===== config.mk =====
export PLATFORM = sky130hd
export DESIGN_NAME = dl_shifter_pipe
export DESIGN_NICKNAME = d
export VERILOG_FILES = /design/src/rtl/dl_shift_pkg.sv /design/src/rtl/dl_shift_stage.sv /design/src/rtl/dl_shifter_pipe.sv
export SDC_FILE = /design/constraint.sdc
export NUM_CORES = 1
export LEC_CHECK = 0
export CAP_MARGIN = 10
export CORE_ASPECT_RATIO = 1.1
export CORE_UTILIZATION = 50
export CTS_CLUSTER_SIZE = 12
export DETAILED_ROUTE_END_ITERATION = 8
export GPL_ROUTABILITY_DRIVEN = 0
export PLACE_DENSITY = 0.73
export SLEW_MARGIN = 10
export SYNTH_ARGS = -nofsm -noshare
export SYNTH_HDL_FRONTEND = slang
export SYNTH_SLANG_ARGS = --single-unit
export TNS_END_PERCENT = 50

===== constraint.sdc =====
create_clock -name clk -period 6.9 [get_ports clk]
set_input_delay 1.035 -clock clk [delete_from_list [all_inputs] [get_ports clk]]
set_output_delay 1.035 -clock clk [all_outputs]
set_load 0.05 [all_outputs]

===== src/rtl/dl_shift_pkg.sv =====
// Shared types and elaboration helpers for the pipelined shift unit.
package dl_shift_pkg;

  typedef enum logic [1:0] {
    SHIFT_SLL = 2'd0,
    SHIFT_SRL = 2'd1,
    SHIFT_SRA = 2'd2,
    SHIFT_ROR = 2'd3
  } shift_op_e;

  // Inclusive range of shift-amount bits resolved by one stage.
  // hi < lo marks an empty slice, and that stage is then a plain register.
  typedef struct packed {
    int lo;
    int hi;
  } slice_t;

  // Slices are ceil(nsb/nstages) bits wide, LSB slice in stage 0.
  function automatic slice_t slice_bounds(input int k, input int nsb, input int nstages);
    int     bps;
    int     top;
    slice_t s;
    bps  = (nsb + nstages - 1) / nstages;
    top  = ((k + 1) * bps < nsb) ? (k + 1) * bps : nsb;
    s.lo = k * bps;
    s.hi = top - 1;
    return s;
  endfunction

endpackage


===== src/rtl/dl_shift_stage.sv =====
// One pipeline stage: shifts by the shamt bits [LO..HI] it owns, then registers
// the partial result together with its control fields.
module dl_shift_stage
  import dl_shift_pkg::*;
#(
  parameter  int NUM_BITS = 32,
  parameter  int LO       = 0,
  parameter  int HI       = 0,
  parameter  int TAG_BITS = 5,
  localparam int NSB      = $clog2(NUM_BITS)
) (
  input  logic                clk,
  input  logic                rst,
  input  logic                i_flush,
  input  logic                i_ready,
  input  logic                i_valid,
  input  logic [NUM_BITS-1:0] i_data,
  input  logic [NSB-1:0]      i_shamt,
  input  shift_op_e           i_op,
  input  logic [TAG_BITS-1:0] i_tag,
  input  logic                i_sign,
  output logic                o_valid,
  output logic [NUM_BITS-1:0] o_data,
  output logic [NSB-1:0]      o_shamt,
  output shift_op_e           o_op,
  output logic [TAG_BITS-1:0] o_tag,
  output logic                o_sign
);

  // Bits of the shift amount owned by this stage; all-zero for an empty slice,
  // which turns the shifter below into a wire.
  function automatic logic [NSB-1:0] slice_mask();
    logic [NSB-1:0] m;
    m = '0;
    for (int i = 0; i < NSB; i++) begin
      if (i >= LO && i <= HI) m[i] = 1'b1;
    end
    return m;
  endfunction

  localparam logic [NSB-1:0] SLICE_MASK = slice_mask();

  logic [NSB-1:0]      w_amt;
  logic [NUM_BITS-1:0] w_result;

  assign w_amt = i_shamt & SLICE_MASK;

  // Partial shift by this stage's slice; SRA fills from the sign captured at entry.
  always_comb begin
    // NOTE: default first so every path assigns w_result and no latch is inferred.
    w_result = i_data;
    case (i_op)
      SHIFT_SLL: w_result = i_data << w_amt;
      SHIFT_SRL: w_result = i_data >> w_amt;
      SHIFT_SRA: w_result = NUM_BITS'({{NUM_BITS{i_sign}}, i_data} >> w_amt);
      SHIFT_ROR: w_result = NUM_BITS'({i_data, i_data} >> w_amt);
      default:   w_result = i_data;
    endcase
  end

  // Stage register: valid follows the enable, payload loads only on a real transfer.
  always_ff @(posedge clk or posedge rst) begin
    // NOTE: non-blocking assignments so every stage samples pre-edge values.
    if (rst) begin
      // NOTE: payload is reset too, so the unit presents zero data/tag out of reset.
      o_valid <= 1'b0;
      o_data  <= '0;
      o_shamt <= '0;
      o_op    <= SHIFT_SLL;
      o_tag   <= '0;
      o_sign  <= 1'b0;
    end else begin
      if (i_flush)      o_valid <= 1'b0;
      else if (i_ready) o_valid <= i_valid;

      if (!i_flush && i_ready && i_valid) begin
        o_data  <= w_result;
        o_shamt <= i_shamt;
        o_op    <= i_op;
        o_tag   <= i_tag;
        o_sign  <= i_sign;
      end
    end
  end

endmodule


===== src/rtl/dl_shifter_pipe.sv =====
// Elastic multi-stage shift unit (SLL/SRL/SRA/ROR) with tag passthrough.
// This level only builds the ready chain and chains the stages together.
module dl_shifter_pipe
  import dl_shift_pkg::*;
#(
  parameter  int NUM_BITS       = 32,
  parameter  int NUM_STAGES     = 2,
  parameter  int TAG_BITS       = 5,
  localparam int NUM_SHIFT_BITS = $clog2(NUM_BITS)
) (
  input  logic                      clk,
  input  logic                      rst,
  input  logic                      flush,
  input  logic                      in_valid,
  output logic                      in_ready,
  input  logic [NUM_BITS-1:0]       in_data,
  input  logic [NUM_SHIFT_BITS-1:0] in_shamt,
  input  logic [1:0]                in_op,
  input  logic [TAG_BITS-1:0]       in_tag,
  output logic                      out_valid,
  input  logic                      out_ready,
  output logic [NUM_BITS-1:0]       out_data,
  output logic [TAG_BITS-1:0]       out_tag
);

  // Index 0 is the unit input; index k+1 is the register output of stage k.
  logic [NUM_STAGES:0]       w_valid;
  logic [NUM_STAGES:0]       w_sign;
  logic [NUM_BITS-1:0]       w_data  [NUM_STAGES+1];
  logic [NUM_SHIFT_BITS-1:0] w_shamt [NUM_STAGES+1];
  shift_op_e                 w_op    [NUM_STAGES+1];
  logic [TAG_BITS-1:0]       w_tag   [NUM_STAGES+1];
  logic [NUM_STAGES-1:0]     w_ready;
  logic                      w_unused_tail;

  assign w_valid[0] = in_valid;
  assign w_data[0]  = in_data;
  assign w_shamt[0] = in_shamt;
  assign w_op[0]    = shift_op_e'(in_op);
  assign w_tag[0]   = in_tag;
  assign w_sign[0]  = in_data[NUM_BITS-1];

  // Ready chain from the output back: a stage can take a beat when it is empty
  // or its occupant moves on this cycle (successor ready, or out_ready at the end).
  always_comb begin
    logic carry;
    carry   = out_ready;
    w_ready = '0;
    for (int k = NUM_STAGES - 1; k >= 0; k--) begin
      w_ready[k] = !w_valid[k+1] || carry;
      carry      = w_ready[k];
    end
  end

  for (genvar k = 0; k < NUM_STAGES; k++) begin : g_stage
    localparam slice_t SLICE = slice_bounds(k, NUM_SHIFT_BITS, NUM_STAGES);

    dl_shift_stage #(
      .NUM_BITS (NUM_BITS),
      .LO       (SLICE.lo),
      .HI       (SLICE.hi),
      .TAG_BITS (TAG_BITS)
    ) u_stage (
      .clk     (clk),
      .rst     (rst),
      .i_flush (flush),
      .i_ready (w_ready[k]),
      .i_valid (w_valid[k]),
      .i_data  (w_data[k]),
      .i_shamt (w_shamt[k]),
      .i_op    (w_op[k]),
      .i_tag   (w_tag[k]),
      .i_sign  (w_sign[k]),
      .o_valid (w_valid[k+1]),
      .o_data  (w_data[k+1]),
      .o_shamt (w_shamt[k+1]),
      .o_op    (w_op[k+1]),
      .o_tag   (w_tag[k+1]),
      .o_sign  (w_sign[k+1])
    );
  end

  assign in_ready  = w_ready[0];
  assign out_valid = w_valid[NUM_STAGES];
  assign out_data  = w_data[NUM_STAGES];
  assign out_tag   = w_tag[NUM_STAGES];

  // Control fields of the last stage have no consumer.
  assign w_unused_tail = ^{w_shamt[NUM_STAGES], w_op[NUM_STAGES], w_sign[NUM_STAGES]};

endmodule


# Yosys cells after proc, flatten, opt, wreduce, memory -nomap -nowiden
# Cells that the tools add are included.
# W data, S select, Z words.
[totals]
regBits = 84
latchBits = 0
mem_bits_rw = 0
romBits = 0
input_bits = 49
output_inout_bits = 39
elab_cells = 42
n_memories = 0
[op_classes]
n_addsub = 0
multipliers = 0
n_div = 0
magnitude_cmp = 0
eq_ne = 6
shifts = 8
mux = 6
n_bitwise = 0
reduce_logical = 13
[op_table]
columns = ["operator", "n"]
rows = [
  ["$pmux W32 S4", 2],
  ["$shr A64 B3 Y32", 2],
  ["$shr A64 B5 Y32", 2],
  ["$shl A32 B3 Y32", 1],
  ["$shl A32 B5 Y32", 1],
  ["$shr A32 B3 Y32", 1],
  ["$shr A32 B5 Y32", 1],
  ["$eq A2 B2 Y1 const B", 4],
  ["$eq A2 B1 Y1 const B", 2],
  ["$logic_and A1 B1 Y1", 4],
  ["$logic_not A2 Y1", 2],
  ["$mux W1", 4],
  ["$reduce_bool A2 Y1", 2],
  ["$logic_not A1 Y1", 3],
  ["$logic_or A1 B1 Y1", 2],
]

# Longest topological paths before layout
[logic_depth]
ltp_word = 5
mapped_depth = 8
ltp_nobuf = 4

# Modules after synthesis
# A second synthesis with hierarchy kept.
[unflattened]
cells_unflattened = 881
hier_area_um2 = 7526.0
[modules_own_cells]
columns = ["mod", "instances", "cells_per_inst", "area_each_um2", "seq_area_each_um2"]
rows = [
  ["dl_shift_stage at g_stage[0].u_stage", 1, 454, 3971.3, 1151.1],
  ["dl_shift_stage at g_stage[1].u_stage", 1, 425, 3540.9, 1151.1],
  ["dl_shifter_pipe", 1, 2, 13.8, 0.0],
]

# Least setup slack after synthesis
# No wires, ideal clock.
[synth_path]
kind = "input to register"
from = "in out_ready"
to = "reg g_stage[0].u_stage.o_data[5]"
setup_time_ns = 0.121
t_arrival_ns = 2.573
t_required_ns = 6.779
slack_ns = 4.206
path_stages = 5
n_path_buf = 1
cell_sequence = "nand3b_1 -> nand2_1 -> clkbuf_1 -> a31oi_1 -> a22o_1"
[synth_via]
elab_chain_len = 4
[synth_rtl]
columns = ["item", "line_no", "text"]
rows = [
  ["start, declared", "dl_shifter_pipe.sv:21", "input logic out_ready,"],
  ["$logic_or A1 B1 Y1 (2 in series)", "dl_shifter_pipe.sv:50", "w_ready[k] = !w_valid[k+1] || carry;"],
  ["$logic_and A1 B1 Y1 (2 in series)", "dl_shift_stage.sv:76", "if (!i_flush && i_ready && i_valid) begin"],
  ["end signal, assigned", "dl_shift_stage.sv:77", "o_data <= w_result;"],
  ["end, declared", "dl_shift_stage.sv:23", "output logic [NUM_BITS-1:0] o_data,"],
]
# No other way between the ends.
# A chain may end at the register's enable or synchronous reset.

# Final worst setup path
[layout_path]
from = "in out_ready"
to = "out in_ready"
[layout_via]
elab_chain_len = 2
[layout_rtl]
columns = ["item", "line_no", "text"]
rows = [
  ["$logic_or A1 B1 Y1 (2 in series)", "dl_shifter_pipe.sv:50", ""],
  ["end, declared", "dl_shifter_pipe.sv:15", "output logic in_ready,"],
]
# No other way between the ends.

==> results.md <==
- The diode insertion count for antenna repair is 0.
- Of all flip-flops after synthesis, the portion carrying an async set or reset was 100.0%.
- Cells with a size suffix above 1 make up 14.76% of the layout.
- CTS built an H-tree with a depth of 3.
- The global routing usage summed across all routing layers is 29.28%.
- The count of max-cap constraint violations is 0.
- The number of warnings printed during yosys synthesis is 0.
- The relative slew slack is 25.94%.
- By area the synthesized netlist is led by sky130_fd_sc_hd__dfrtp_1 (28%), sky130_fd_sc_hd__mux4_2 (14%), sky130_fd_sc_hd__nand2_1 (7.4%).
- For this design, the sink count on the clock tree is 81.
- The routed length per placed instance is 21.11 um.
- STA puts the critical path data required time at 5.86 ns.
- In this run the tool buffered the top-level ports with 87 buffer cells.
- The final period utilization is 53.17%.
- The clock network latency to the later pin of the worst-skew pair is 0.35 ns.
- STA classifies the critical path endpoint as an output pin.
- The switching share of power is 42.95%.
- Entering global routing, the biggest net connects 86 pins.
- Summed over its instances, the top area cell type makes up 27.99% of the synthesized netlist area.
- In the synthesized netlist the dominant register cell turns out to be sky130_fd_sc_hd__dfrtp_1.
- The critical path's largest stage delay is 0.86 ns.
- The signal on the critical path passes through clkdlybuf4s50_1, nand3b_1, clkdlybuf4s50_1.
- The compound-gate portion of the synthesized area is 21.74%.
- The combinational cell fraction of total power is 45.2%.
- The reported net switching power is 0.9084 mW.
- After clock tree synthesis, the clock-pin slew on the worst setup and hold paths is 0.07 ns.
- In the routed layout, each cell is associated on average with a via count of 6.756.
- The routed layout has 6715 vias.
- The cell count after synthesis came out at 772.
- Compared with the post-synthesis result, the final layout area differs by 14.53%.
- The clock skew after layout is 0.007233 ns.
- The number of flops mapped to enable cells by yosys is 0.
- The final wirelength is 20990 um.
- The initial antenna violation count is 0.
- Once the clock tree was built, the resizer swapped 0 gates to a different size.
- The number of storage elements in the synthesis netlist is 81.
- For the pin with the worst max-slew slack, the measured transition is 1.111 ns.
- Synthesis instantiated 58 different standard cells from the library.
- The number of global-route vias before repair was 6280.
- The final number of hold-violating endpoints came to 0.
- After synthesis the cells add up to 7241 um^2.
- The remaining global-route overflow is 0.
- The number of buffers added by the clock tree synthesis step is 9.
- The internal portion of total power is 1.206 mW.
- The number of buffers inserted for hold repair after clock tree synthesis is 0.
- The filler cells instantiated in the layout total 1242.
- After the first detailed-routing iteration, the DRC count stood at 654.
- The biggest fanout along the worst timing path is 7.
- The clock network power share is 21.5%.
- The run finished with clean final reports.
- The share of the synthesized netlist area taken by xor and xnor gates is 0%.
- The critical path class is in -> out.
- The leakage power of the design is 3.310 nW.
- The synthesized netlist devotes 0% of its cell area to adder and majority cells.
- In the final layout, flip-flops and latches occupy 2028 um^2.
- For this design the top-level I/O count stands at 88.
- The share of the core filled with cells in the final layout is 59.39%.
- The first global-routing pass estimated 33610 um of wire.
- The x dimension of the die is 116.7 um.
- After legalization and detailed placement, the total HPWL measured 14830 um.
- The number of nets with antenna violations after routing is 0.
- The summed negative setup slack over all endpoints is 0 ns.
- Yosys instantiated no cell more often than sky130_fd_sc_hd__nand2_1.
- The final number of max-transition violations is 0.
- The portion of total power attributed to sequential cells is 33.3%.
- After synthesis, the mean cell area works out to 9.379 um^2.
- In the final design database the tool counted 850 nets.
- The cell at the root of the clock tree is sky130_fd_sc_hd__clkbuf_16.
- Setup repair after global routing left no endpoint under its margin.
- The clock passes through at most 2 buffers.
- The first detailed-routing pass took 8 iterations.
- The detailed-route DRC error count is 0.
- Dividing total power by cell area gives a power density of 255.0 nW/um^2.
- The multi-input combinational cell area is 4750 um^2.
- Once the floorplan was initialized, standard cells occupied 51.85% of the core.
- The element type at the critical path start is an input port.
- The area enclosed by the die boundary is 14970 um^2.
- The TritonCTS clock tree is built.
- Row generation in the floorplan step produced 45 rows.
- For this run, the top clock speed supported by timing is 0.2726 GHz.
- Of all cell types, the one taking the most synthesized area is sky130_fd_sc_hd__dfrtp_1.
- The register area share after synthesis is 27.99%.
- Setup violations remaining at the end of the flow were counted as 0.
- IR analysis of the VDD net gives a maximum drop of 0.1281 mV.
- The vertical extent of the die is 128.2 um.
- The final period demand of the worst path is 3.669 ns.
- The class of the most critical hold timing path is reg -> reg.
- By area, the combinational part of the netlist is dominated by multiplexers.
- Counting stages on the worst path, the most repeated cell is sky130_fd_sc_hd__clkdlybuf4s50_1.
- Data on the critical path arrives at its endpoint at 2.63 ns.
- In the synthesized netlist, the cells that appear most often are sky130_fd_sc_hd__nand2_1 (142), sky130_fd_sc_hd__dfrtp_1 (81), sky130_fd_sc_hd__mux2i_1 (52).
- The number of nets in the synthesized netlist is 821.
- The slowest stage of the critical path belongs to the cell sky130_fd_sc_hd__clkdlybuf4s50_1.
- Summing the areas of all and, or, nand and nor instances in the mapped netlist gives 15.19% of the synthesized area.
- The core region area is 13960 um^2.
- The portion of netlist area occupied by mux cells is 28.60%.
- The buffers inserted during post-CTS setup optimization is 0.
-- critical path, delay by kind of cell --
| kind | cells | cell delay, ns |
|---|---|---|
| buffers and inverters | 2 | 1.34 |
| and+or+nand+nor | 1 | 0.25 |
-- worst paths after layout --
path / from / to / slack (ns) / cells after the start
min in group asynchronous: rst / g_stage[1].u_stage.o_data[30] / 1.33 / 3
max in group asynchronous: rst / g_stage[0].u_stage.o_shamt[3] / 4.89 / 3
hold / removal: g_stage[0].u_stage.o_tag[1] / g_stage[1].u_stage.o_tag[1] / 0.47 / 2
setup reg to reg: g_stage[0].u_stage.o_shamt[4] / g_stage[1].u_stage.o_data[11] / 4.32 / 5
setup / recovery: out_ready / in_ready / 3.23 / 3
hold reg to reg: g_stage[0].u_stage.o_tag[1] / g_stage[1].u_stage.o_tag[1] / 0.47 / 2
-- final cells by class --
| class | instances | share of cell area, % |
|---|---|---|
| flip-flops and latches | 81 | 24.46 |
| repair buffers | 98 | 11.41 |
| multi-input cells | 597 | 57.27 |
| well taps | 188 | 2.836 |
| clock buffers | 10 | 2.761 |
| inverters | 14 | 0.6488 |
| clock inverters | 6 | 0.6186 |
-- layout by cell type, fill, tap and decap left out, drive strengths merged, types with 2 or more instances in the layout --
cell,count
nor2,39
o22ai,4
nand3b,4
o31ai,2
nor2b,4
mux2,20
a311oi,9
and2,9
clkdlybuf4s50,85
nand3,3
clkinvlp,3
a2bb2oi,8
dfrtp,81
a31oi,21
o311ai,9
o22a,2
a31o,3
clkbuf,10
o221ai,17
a22oi,8
a21oi,44
nand4,10
or3b,10
mux2i,52
o221a,10
inv,13
o211ai,21
a22o,3
clkinv,4
buf,13
o21ai,40
a211o,12
nand2b,15
mux4,57
a211oi,7
nand2,142
-- power by group through the flow --
stage / Combinational [mW] / Sequential [mW] / Clock (mW)
after floorplan: 0.478 / 0.873 / 0
after global placement: 0.926 / 0.701 / 0
after detailed placement: 0.946 / 0.708 / 0
after CTS: 0.949 / 0.700 / 0.461
after global routing: 1.02 / 0.715 / 0.479
final: 0.956 / 0.704 / 0.455
-- sequential cells by signal (all words and copies together) (netlist names) --
name / flops
g_stage.u_stage.o_data: 64
g_stage.u_stage.o_tag: 10
g_stage.u_stage.o_op: 2
g_stage.u_stage.o_shamt: 2
g_stage.u_stage.o_valid: 2
g_stage.u_stage.o_sign: 1
-- routing by layer --
layer	share of wire, %	track usage [%]
met5	0	0
met4	4.5	14.67
met3	6.6	4.870
met2	49	47.16
met1	40	38.01
-- cell families (layout without fill, tap and decap cells) --
family / after synthesis / in the layout
buffers and inverters: 94 / 128
AO/OA/AOI/OAI: 225 / 225
multiplexers: 129 / 129
flip-flops: 81 / 81
AND/OR/NAND/NOR: 243 / 243
-- through the flow --
stage | setup WS, ns | total power, mW | area, um^2 | hold WS [ns] | std cells
after floorplan | 3.785 | 1.351 | 7241 | 0.4386 | 772
after global placement | 3.237 | 1.627 | 8013 | 0.4504 | 978
after detailed placement | 3.249 | 1.654 | 8013 | 0.4610 | 978
after CTS | 3.229 | 2.109 | 8293 | 0.4754 | 994
after global routing | 3.188 | 2.215 | 8293 | 0.4932 | 994
final | 3.231 | 2.115 | 8293 | 0.4690 | 994
No activity file was read; power rests on OpenSTA's default activity.
